==> config.mk <==
export PLATFORM = sky130hd
export DESIGN_NAME = ram_port_arbiter
export DESIGN_NICKNAME = d
export VERILOG_FILES = /design/src/rtl/ram_arb_pkg.sv /design/src/rtl/ram_port_arbiter_rr_pick2.sv /design/src/rtl/ram_port_arbiter.sv
export SDC_FILE = /design/constraint.sdc
export NUM_CORES = 1
export LEC_CHECK = 0
export CAP_MARGIN = 20
export CORE_ASPECT_RATIO = 0.7
export CORE_MARGIN = 1
export CORE_UTILIZATION = 36
export DETAILED_ROUTE_END_ITERATION = 16
export PLACE_DENSITY_LB_ADDON = 0.2
export SETUP_SLACK_MARGIN = 0.3
export SLEW_MARGIN = 0
export SYNTH_ARGS = -nofsm -noshare
export SYNTH_HDL_FRONTEND = slang
export SYNTH_SLANG_ARGS = --single-unit
==> constraint.sdc <==
create_clock -name clk -period 1.6 [get_ports clk]
set_clock_uncertainty 0.1 [all_clocks]
set_input_delay 0.24 -clock clk [delete_from_list [all_inputs] [get_ports clk]]
set_output_delay 0.24 -clock clk [all_outputs]
set_load 0.01 [all_outputs]
==> src/rtl/ram_arb_pkg.sv <==
// Shared types and constants for the instruction/data RAM port arbiter.
// Holds the FSM and owner encodings, the latched-request bundle and the watchdog width helper.
package ram_arb_pkg;

  typedef enum logic [1:0] {
    ST_IDLE = 2'd0,
    ST_BUSY = 2'd1,
    ST_DONE = 2'd2
  } state_t;

  typedef enum logic [1:0] {
    OWN_NONE = 2'd0,
    OWN_I    = 2'd1,
    OWN_D    = 2'd2
  } owner_t;

  typedef struct packed {
    owner_t      own;
    logic [31:0] addr;
    logic        we;
    logic [31:0] wdata;
  } acc_t;

  localparam logic [31:0] UART_ADDR_DEF = 32'h1000_0000;
  localparam int          TIMEOUT_DEF   = 16;

  function automatic int wd_width(input int t);
    return $clog2(t + 1);
  endfunction

endpackage

==> src/rtl/ram_port_arbiter_rr_pick2.sv <==
// Two-way round-robin picker: on a tie the port not served last wins.
// req[0]/gnt[0] is the fetch port, req[1]/gnt[1] the load/store port; last=1 means D.
module rr_pick2 (
  input  logic [1:0] req,
  input  logic       last,
  output logic [1:0] gnt
);

  always_comb begin
    gnt = 2'b00;
    unique case (req)
      2'b01:   gnt = 2'b01;
      2'b10:   gnt = 2'b10;
      2'b11:   gnt = last ? 2'b01 : 2'b10;
      default: gnt = 2'b00;
    endcase
  end

endmodule

==> src/rtl/ram_port_arbiter.sv <==
// Shares the single-ported multi-cycle data RAM between fetch and load/store.
// One access at a time through cs/we/ack, round-robin on ties, watchdog abort.
module ram_port_arbiter
  import ram_arb_pkg::*;
#(
  parameter int          TIMEOUT   = TIMEOUT_DEF,
  parameter logic [31:0] UART_ADDR = UART_ADDR_DEF
) (
  input  logic        clk,
  input  logic        rst,
  input  logic        i_req,
  input  logic [31:0] i_addr,
  output logic [31:0] i_rdata,
  output logic        i_ack,
  output logic        i_err,
  output logic        i_stall,
  input  logic        d_req,
  input  logic        d_we,
  input  logic [31:0] d_addr,
  input  logic [31:0] d_wdata,
  output logic [31:0] d_rdata,
  output logic        d_ack,
  output logic        d_err,
  output logic        d_stall,
  output logic        ram_cs,
  output logic        ram_we,
  output logic [31:0] ram_addr,
  output logic [31:0] ram_din,
  input  logic [31:0] ram_dout,
  input  logic        ram_ack,
  output logic [1:0]  owner
);

  localparam int WD_W = wd_width(TIMEOUT);

  state_t          state_q, state_d;
  acc_t            cur_q, cur_d;
  logic            last_q, last_d;
  logic [WD_W-1:0] wd_q, wd_d;
  logic [31:0]     rdata_q, rdata_d;
  logic            err_q, err_d;
  logic [1:0]      gnt;
  logic            busy, done;

  // The UART is just another address to the arbiter.
  logic unused_uart;
  assign unused_uart = ^UART_ADDR;

  rr_pick2 u_pick (
    .req  ({d_req, i_req}),
    .last (last_q),
    .gnt  (gnt)
  );

  always_ff @(posedge clk) begin
    if (rst) begin
      state_q <= ST_IDLE;
      cur_q   <= '0;
      last_q  <= 1'b0;
      wd_q    <= '0;
      rdata_q <= '0;
      err_q   <= 1'b0;
    end else begin
      state_q <= state_d;
      cur_q   <= cur_d;
      last_q  <= last_d;
      wd_q    <= wd_d;
      rdata_q <= rdata_d;
      err_q   <= err_d;
    end
  end

  always_comb begin
    state_d = state_q;
    cur_d   = cur_q;
    last_d  = last_q;
    wd_d    = wd_q;
    rdata_d = rdata_q;
    err_d   = err_q;
    unique case (state_q)
      ST_IDLE: begin
        if (|gnt) begin
          cur_d.own   = gnt[1] ? OWN_D : OWN_I;
          cur_d.addr  = gnt[1] ? d_addr : i_addr;
          cur_d.we    = gnt[1] & d_we;
          cur_d.wdata = gnt[1] ? d_wdata : '0;
          wd_d        = '0;
          err_d       = 1'b0;
          rdata_d     = '0;
          state_d     = ST_BUSY;
        end
      end
      ST_BUSY: begin
        wd_d = wd_q + 1'b1;
        if (ram_ack) begin
          rdata_d = cur_q.we ? '0 : ram_dout;
          last_d  = (cur_q.own == OWN_D);
          state_d = ST_DONE;
        end else if (wd_q == WD_W'(TIMEOUT - 1)) begin
          err_d   = 1'b1;
          rdata_d = '0;
          state_d = ST_DONE;
        end
      end
      ST_DONE: begin
        cur_d.own = OWN_NONE;
        state_d   = ST_IDLE;
      end
      default: state_d = ST_IDLE;
    endcase
  end

  assign busy = (state_q == ST_BUSY);
  assign done = (state_q == ST_DONE);

  // Bus is fully quiet outside BUSY so a stale address cannot trigger a device.
  assign ram_cs   = busy & ~ram_ack;
  assign ram_we   = busy & cur_q.we;
  assign ram_addr = busy ? cur_q.addr : '0;
  assign ram_din  = busy ? cur_q.wdata : '0;

  assign i_ack   = done & (cur_q.own == OWN_I);
  assign d_ack   = done & (cur_q.own == OWN_D);
  assign i_err   = i_ack & err_q;
  assign d_err   = d_ack & err_q;
  assign i_rdata = i_ack ? rdata_q : '0;
  assign d_rdata = d_ack ? rdata_q : '0;
  assign i_stall = i_req & ~i_ack;
  assign d_stall = d_req & ~d_ack;
  assign owner   = cur_q.own;

endmodule
==> run metrics, run 1 <==
unrepaired setup endpoints after global routing yes; outcome finished with violations; largest area contributor in the synthesized netlist dfxtp_1; crit path max fanout 7; flops & latches, synth 108; initial antenna violation count 0; measured slew at the worst slew-check pin 0.560 ns; Netlist Area Pre-Place around 5200 um^2; critical path's most frequent cell buf_6; CP arrival about 1.6 ns; CORE AREA 14000 um^2; CTS H-Tree Depth 3; Synth warnings 0; sequential share of the synthesized area 0.418; Final Util 0.783; GP Congestion 0.793; initial core utilization 0.370; Total GRT Usage 0.291; setup violators final roughly 240; layout filler cell count 866; Root Driver clkbuf_16; period utilization 1.24; top cell type's share of synthesized area 0.418; DIE AREA 14900 um^2; input/output buffers ~270; CP peak stage delay 0.35 ns; Synth Net Count approximately 760; HP Class input port to register; Synth-to-Final Area Change 111%; largest cells by area after synthesis dfxtp_1 42%, and2_1 16%, a21oi_1 7.0%; Layout Cells excl Fill 1162; crit path cell chain and4bb_4 > buf_6 > buf_12 > buf_6 > and2_1 > buf_2; CTS clk-pin slew, worst paths 0.07 ns; Final Max Tran Viols 0; clock sink total approximately 110; Routed Antenna Nets 0; n_diodes 0; hold_ws approximately 0.14 ns; Synth cell types 38; wire per inst 20.7 um; Clock Latency Late Sink 0.34 ns; most common cell in the netlist and2_1; IO Pins 272; DRC 0; Synth Area per Inst about 8.3 um^2; DP Wirelength 12700 um; Std-Cell Rows 36; maxcap violations 0; Routed Wire Length 24000 um; most common flop cell mapped by yosys dfxtp_1; endpoints failing hold 0; Num CTS Buffers 9; die width 145 um; FFs w/ async S/R, synth 0; Slew Limit Headroom 0.627; CP Class register to output port; failing checks negative setup slack; P per Cell Area approximately 690 nW/um^2; drt pass-1 iters 4; Post-synth EDFFs 0; cell count after placement 1060; DR vias 6317; P_leak 4.55 nW; top post-synthesis cells by count 131 x and2_1, 108 x dfxtp_1, 72 x a21oi_1; Syn Inst Count 620; Tmin final 1.98 ns; crit end category output port; vias in the first global route 5983; DIE HEIGHT 102 um; CTS tree yes; proportion of layout cells with a drive suffix above 1 0.521; Max IR drop VDD 663 uV; critical path required time between 1 and 1.5 ns; total power 7.54 mW; crit path max-delay cell type and4bb_4; Clock Tree Buf Depth 2; Worst Setup Start Kind register; largest net degree at the start of global routing 48; Fmax 506 MHz; first-pass GRT wire length 33600 um; routed vias/inst 5.44; Final nets about 1100; Iter 0 DRT Violations 343; worst setup slack after layout -0.378 ns; gr ovfl total 0
## sequential cells by signal (all words and copies together) (netlist names)
register / cells
cur_q: 65
err_q: 1
last_q: 1
owner: 2
rdata_q: 32
state_q: 2
wd_q: 5
## final timing paths
path         startpoint           to  slack (ns)  depth (start not counted)
max reg2reg  state_q[1]  rdata_q[11]       -0.37                         10
max            owner[1]  i_rdata[31]       -0.38                          6
min                 rst      wd_q[4]        0.14                          2
min reg2reg   cur_q[11]    cur_q[11]        0.37                          2
## layout make-up
type / count / area (um^2) / area share
repair buffers: 397 / 4720 / 0.432
multi-input cells: 448 / 3520 / 0.322
flip-flops and latches: 108 / 2170 / 0.199
well taps: 190 / 238 / 0.0218
clock buffers: 10 / 229 / 0.0210
clock inverters: 5 / 37.5 / 0.00343
inverters: 4 / 15.0 / 0.00137
## cells in the final DEF (no fill, tap or decap), types with 7 or more instances in the layout
cell type	count
and2_4	128
buf_6	171
clkdlybuf4s50_1	132
nand2_1	68
a21oi_2	7
a311oi_1	14
o21ai_2	30
buf_4	38
buf_16	20
a311oi_2	18
clkbuf_16	15
nand3_1	33
buf_12	19
dfxtp_1	102
a22o_1	32
a21oi_1	64
## metrics by stage
step	setup TNS, ns	instance area (um^2)	setup WS, ns
floorplan	-0.142	5710	-0.00474
detailed placement	-62.35	8620	-0.346
CTS	-53.32	10000	-0.387
global placement	-51.20	8620	-0.277
global route	-72.01	10900	-0.405
finish	-63.00	10900	-0.378
## metal layers
metal / vias up / GRT usage / wire, um
met4: 0 / 0.100 / 576
met2: 304 / 0.491 / 11600
met1: 3072 / 0.371 / 10300
li1: 2896 / - / -
met3: 45 / 0.0674 / 1630
met5: - / 0 / 0
## logic make-up after synthesis
kind of cell | share of synthesized area
buffers and inverters | 0.0685
flip-flops | 0.418
AO/OA/AOI/OAI | 0.235
AND/OR/NAND/NOR | 0.273
adder cells (fa/ha/maj) | 0.00484
## worst max-delay path, delay by kind of cell, from the launching register on
family	cells	cell delay (ns)
buffers and inverters	4	0.49
and+or+nand+nor	2	0.46
DFF	1	0.34
## where the power goes
group / switching [mW] / leakage, nW / internal, mW
logic: 1.04 / 3.53 / 1.39
clock network: 1.05 / 0.125 / 1.06
registers: 0.131 / 0.888 / 2.87
total: 2.22 / 4.55 / 5.32
## what timing repair did
action,in CTS,in global routing
buffers inserted,42,13
gates resized for setup,737,146
cloned,24,8
hold buffers,0,0
endpoints found under the setup margin,245,246
pin swaps,19,25
No activity file was read; power rests on OpenSTA's default activity.
==> inputs of run 2 (changes only) <==
--- a/config.mk
+++ b/config.mk
@@ -6,9 +6,11 @@
 export NUM_CORES = 1
 export LEC_CHECK = 0
 export CAP_MARGIN = 20
+export CELL_PAD_IN_SITES_DETAIL_PLACEMENT = 1
+export CELL_PAD_IN_SITES_GLOBAL_PLACEMENT = 2
 export CORE_ASPECT_RATIO = 0.7
 export CORE_MARGIN = 1
-export CORE_UTILIZATION = 36
+export CORE_UTILIZATION = 19
 export DETAILED_ROUTE_END_ITERATION = 16
 export PLACE_DENSITY_LB_ADDON = 0.2
 export SETUP_SLACK_MARGIN = 0.3
==> run 2 against run 1 <==
Register-to-register slack gained 0.15 ns. Non-clock buffer count decreased by 11. Critical endpoint is now i_rdata[0]. Sequential power about the same. Cell count is 14% higher. Setup slack worse by 0.081 ns. Global-route usage down 11 points. Largest cell class unchanged. Worst hold slack gained 0.041 ns. Clock-buffer cell count rose by 1. Routed wire length up 6.6%. Die area grew 88%. First-iteration DRC count down 54%. The run still ends with negative setup slack left. Flip-flop and latch count did not move.
==> run metrics, run 2 (synthesis results as in run 1) <==
maxcap violations 0 (unchanged); Root Driver clkbuf_16; routed vias/inst 4.43 (-19%); CP arrival 1.72 ns (+0.08 ns); Hold Buf Count CTS 0 (unchanged); Final nets 1090 (-1.3%); DP Area 8970 um^2 (+4.1%); CTS clk-pin slew, worst paths 0.08 ns (about the same); crit path max fanout 8 (+1); failing checks negative setup slack; layout filler cell count 2998 (+250%); clock sink total 108 (unchanged); setup violators final 241 (+0.84%); period utilization 1.29 (+0.0507); Slew Limit Headroom 0.800 (+0.174); P per Cell Area 698 nW/um^2 (+1.2%); most common cell after layout, fill and taps aside buf_6; critical path required time 1.26 ns (about the same); register area 2170 um^2 (unchanged); DIE HEIGHT 140 um (+37%); Post-Place Setup Slack -0.354 ns (-0.00790 ns); Routed Wire Length 25600 um (+6.6%); hold_ws 0.181 ns (+0.0408 ns); max FFs per register 65 (unchanged); Routed Antenna Nets 0 (unchanged); DR vias 5860 (-7.2%); Tmin final 2.06 ns (+0.0811 ns); CTS H-Tree Depth 3 (unchanged); CTS tree yes; P_leak 4.44 nW (-2.2%); Final Util 0.408 (-0.375); top flop regs cur_q: 65 flops, rdata_q: 32 flops, wd_q: 5 flops; Iter 0 DRT Violations 157 (-54%); DIE AREA 27900 um^2 (+88%); total power 7.60 mW (+0.78%); IO Pins 272 (unchanged); fin area 10900 um^2 (-0.39%); Total GRT Usage 0.179 (-0.113); Clock Latency Late Sink 0.37 ns (+0.03 ns); outcome finished with violations; input/output buffers 271 (unchanged); layer with the highest usage met2; gr ovfl total 0 (unchanged); proportion of layout cells with a drive suffix above 1 0.493 (-0.0274); initial antenna violation count 0 (unchanged); Synth-to-Final Area Change 111%; initial core utilization 0.194 (-0.177); Fmax 486 MHz (-3.9%); die width 199 um (+37%); crit end category output port; CORE AREA 26700 um^2 (+91%); first-pass GRT wire length 37400 um (+11%); Std-Cell Rows 50 (+39%); GR Util met2 0.281 (-0.211); vias in the first global route 6094 (+1.9%); Worst Setup Start Kind register; drt pass-1 iters 4 (unchanged); GP Congestion 0.705 (-11%); n_diodes 0 (unchanged); Max IR drop VDD 492 uV (-26%); commonest non-fill, non-tap cells in the layout 168 x buf_6, 132 x clkdlybuf4s50_1, 130 x and2_4; CP Class register to output port; Clock Tree Buf Depth 2 (unchanged); largest net degree at the start of global routing 33 (-31%); met1 Resource Use GR 0.248 (-0.123); area of the multi-input gates 3320 um^2 (-5.7%); DP Wirelength 15800 um (+24%); HP Class input port to register; worst setup slack after layout -0.459 ns (-0.0811 ns); Num CTS Buffers 9 (unchanged); largest reg by FF count cur_q; unrepaired setup endpoints after global routing yes; endpoints failing hold 0 (unchanged); Final Max Tran Viols 0 (unchanged); DRC 0 (unchanged); grt met3 use 0.0491 (-0.0183); measured slew at the worst slew-check pin 0.299 ns (-0.260 ns); wire per inst 19.4 um (-6.4%)
-- run 2: final timing paths --
path,startpoint,end,slack [ns],depth (start not counted)
worst max-delay path,owner[1],i_rdata[0],-0.46,6
worst min-delay path,rst,owner[0],0.18,3
worst max register to register,state_q[1],rdata_q[31],-0.22,6
worst min register to register,cur_q[0],cur_q[0],0.36,2
-- run 2: worst max-delay path: stages, from the launching register on --
cell	delay [ns]
dfxtp_4	0.36
and4bb_4	0.37
buf_6	0.11
buf_12	0.12
buf_16	0.12
and2_1	0.13
buf_2	0.13
-- run 2: where the power goes --
part	leakage, nW	total (mW)	switching [mW]	internal [mW]
sequential	0.888	3.00	0.125	2.87
combinational	3.41	2.16	0.923	1.23
clock	0.152	2.44	1.14	1.31
total	4.44	7.60	2.19	5.41
-- run 2: cell type report --
type                       count  share of cell area
clock buffer                  11              0.0232
clock inverter                 5             0.00552
inverter                       4             0.00138
multi-input combinational    445               0.305
sequential                   108               0.200
tap                          364              0.0418
timing repair buffer         386               0.424
-- run 2: layer usage --
layer / routed length (um) / up-vias
met3: 1350 / 8
li1: - / 2850
met1: 12400 / 2859
met5: 0 / -
met2: 11700 / 143
met4: 152 / 0
-- run 2: repair_timing --
item / 4_1_cts / 5_1_grt
endpoints found under the setup margin: 245 / 246
resized for setup: 762 / 100
setup buffers: 31 / 7
cloned: 18 / 4
pin swaps: 11 / 18
-- run 2: metrics by stage --
| step | setup TNS, ns | instances |
|---|---|---|
| after global routing | -77.61 | 1323 |
| after CTS | -68.84 | 1312 |
| after floorplan | -0.142 | 620 |
| after detailed placement | -67.59 | 1247 |
| final | -63.37 | 1323 |
| after global placement | -65.94 | 1247 |
==> RTL change: new RTL, settings of run 2 <==
Put a register stage on the outputs `i_err` and `d_err`. The values now appear one clock later. The other outputs are not delayed to match.
--- a/src/rtl/ram_port_arbiter.sv
+++ b/src/rtl/ram_port_arbiter.sv
@@ -123,4 +123,6 @@
   assign d_ack   = done & (cur_q.own == OWN_D);
-  assign i_err   = i_ack & err_q;
-  assign d_err   = d_ack & err_q;
+  always_ff @(posedge clk) begin
+    i_err <= i_ack & err_q;
+    d_err <= d_ack & err_q;
+  end
   assign i_rdata = i_ack ? rdata_q : '0;
Formal check against the unedited RTL: same outputs for any inputs over 4 cycles, from zero or initial values and one cycle with rst high; that may be too few to reach the edited logic, so the function may still have changed.
==> RTL change against run 2 <==
The flow still finishes with violations (setup timing). Register-to-register slack got worse by 0.19 ns. Sequential cell count up 2. Wire length up 8.3%. Final area up 5.1%. Area after synthesis grew 0.77%. Largest power group unchanged. Setup slack gained 0.021 ns. First-iteration DRC count up 7.0%. Die area rose by 0.77%. Total power increased by 7.3%. Global-route usage rose by 0.091 points. Critical endpoint is now d_rdata[22]. Critical path depth increased by 1. Synthesized cell count rose by 0.32%.
==> RTL change: results (changes against run 2) <==
[synth]
synthFlopType = dfxtp_1
syn_nets = 758  ; +0.26%
synth_mux_area_share_pct = 0  ; unchanged
ys_seq_area_share_pct = 42.27  ; +0.45 points
ys_types = 38  ; unchanged
post_synth_fa_ha_maj_area_fraction_pct = 0.4803  ; -0.0037 points
yosys-top-cells-count = and2_1 (131), dfxtp_1 (110), a21oi_1 (72), nand2_1 (68), o21ai_0 (39)
synth_compound_gate_area_share_pct = 23.34  ; -0.18 points
synth_area_leaders = dfxtp_1 (42%), and2_1 (16%), a21oi_1 (6.9%)

[power]
ir_drop_mv = 0.5515  ; +12%
leakage_nw = 4.738  ; +6.6%
sw_frac_of_total_pct = 28.94  ; +0.17 points
combPwrFrac_pct = 31.3  ; +2.9 points
clk-power_mw = 2.56  ; +5%

[place]
gp_congestion = 0.7243  ; +2.8%
dpl.hpwl_um = 15160  ; -3.8%
place_area_mm2 = 0.008942  ; -0.31%

[drt]
vias = 6057  ; +3.4%
avgRoutedWirePerCell_um = 20.54  ; +6.0%
dr.first_iter.drc_count = 168  ; +7.0%
drc = 0  ; unchanged

[worst_setup_path]
cp_max_fo = 7  ; -1
slowest_stage = dfxtp_4
slowest_delay_ns = 0.35  ; -0.02 ns
worstSetupPathType = register to output port
r2r-start = state_q[1]$_SDFFE_PP0P_
cp_top_family = buffers and inverters
arrival_ns = 1.70  ; -0.02 ns

[cts]
cts.reportedPaths.clkPinSlew_ns = 0.08  ; about the same
cts_buffers = 9  ; unchanged
clock_latency_ns = 0.37  ; about the same

[hold_path]
hp-class = input pin to register

[final_layout]
largestRegisters = cur_q x65, rdata_q x32, wd_q x5
multi_input_area_mm2 = 0.003423  ; +3.2%
n_fill_cell = 2939  ; -2.0%
nNetsFinal = 1119  ; +2.7%
drive_gt1_share_pct = 51.42  ; +2.1 points

[timing]
setup-violations-final = 239  ; -0.83%
tightest_slew_ns = 0.5479  ; +0.2487 ns
fin_ws_ns = -0.4387  ; +0.02052 ns

[grt]
grt_pass1_wl_um = 37660  ; +0.81%
grt_usage_pct = 17.96  ; +0.091 points
grt_pass1_vias = 6018  ; -1.2%
grt_max_degree = 45  ; +36%

[run_status]
violations = setup timing
status = complete, but fails checks

==> RTL change: changes by cell type after synthesis, sizes merged <==
cell   delta
dfxtp     +2
==> RTL change: area by class of cell <==
type / count / area share, %
repair buffers: 410 / 43.79
well taps: 364 / 3.979
clock inverters: 7 / 0.8635
multi-input cells: 448 / 29.90
clock buffers: 9 / 1.967
flip-flops and latches: 110 / 19.37
inverters: 4 / 0.1312
==> RTL change: per-layer routing <==
metal | track usage, % | vias to the layer above | part of all wire, %
met1 | 24.24 | 2982 | 47
met2 | 28.62 | 144 | 46
met4 | 3.495 | 0 | 0.73
li1 | - | 2919 | -
met3 | 4.792 | 12 | 5.4
met5 | 0 | - | 0
==> RTL change: path summary, 6_finish.rpt <==
| kind | to | slack (ns) | cells past startpoint |
|---|---|---|---|
| worst max-delay path | d_rdata[22] | -0.44 | 7 |
| worst max register to register | cur_q[36]$_SDFFE_PP0P_ | -0.41 | 11 |
| worst min register to register | cur_q[25]$_SDFFE_PP0P_ | 0.36 | 2 |
| worst min-delay path | err_q$_SDFFE_PP0P_ | 0.04 | 2 |
==> RTL change: what timing repair did <==
action | in CTS | in global routing
cloned | 16 | 14
resized for setup | 738 | 150
buffers inserted | 42 | 24
pin swaps | 27 | 25
setup endpoints to repair | 245 | 247
==> RTL change: metrics by stage <==
| stage | TNS, ns | worst slack (ns) | std cells | total power [mW] |
|---|---|---|---|---|
| final | -84.91 | -0.4387 | 1352 | 8.154 |
| after CTS | -78.65 | -0.4828 | 1314 | 7.785 |
| after floorplan | -0.1420 | -0.004738 | 622 | 3.879 |
| after global placement | -88.55 | -0.5609 | 1240 | 4.650 |
| after global routing | -99.76 | -0.5069 | 1352 | 8.542 |
| after detailed placement | -89.34 | -0.5842 | 1240 | 4.658 |
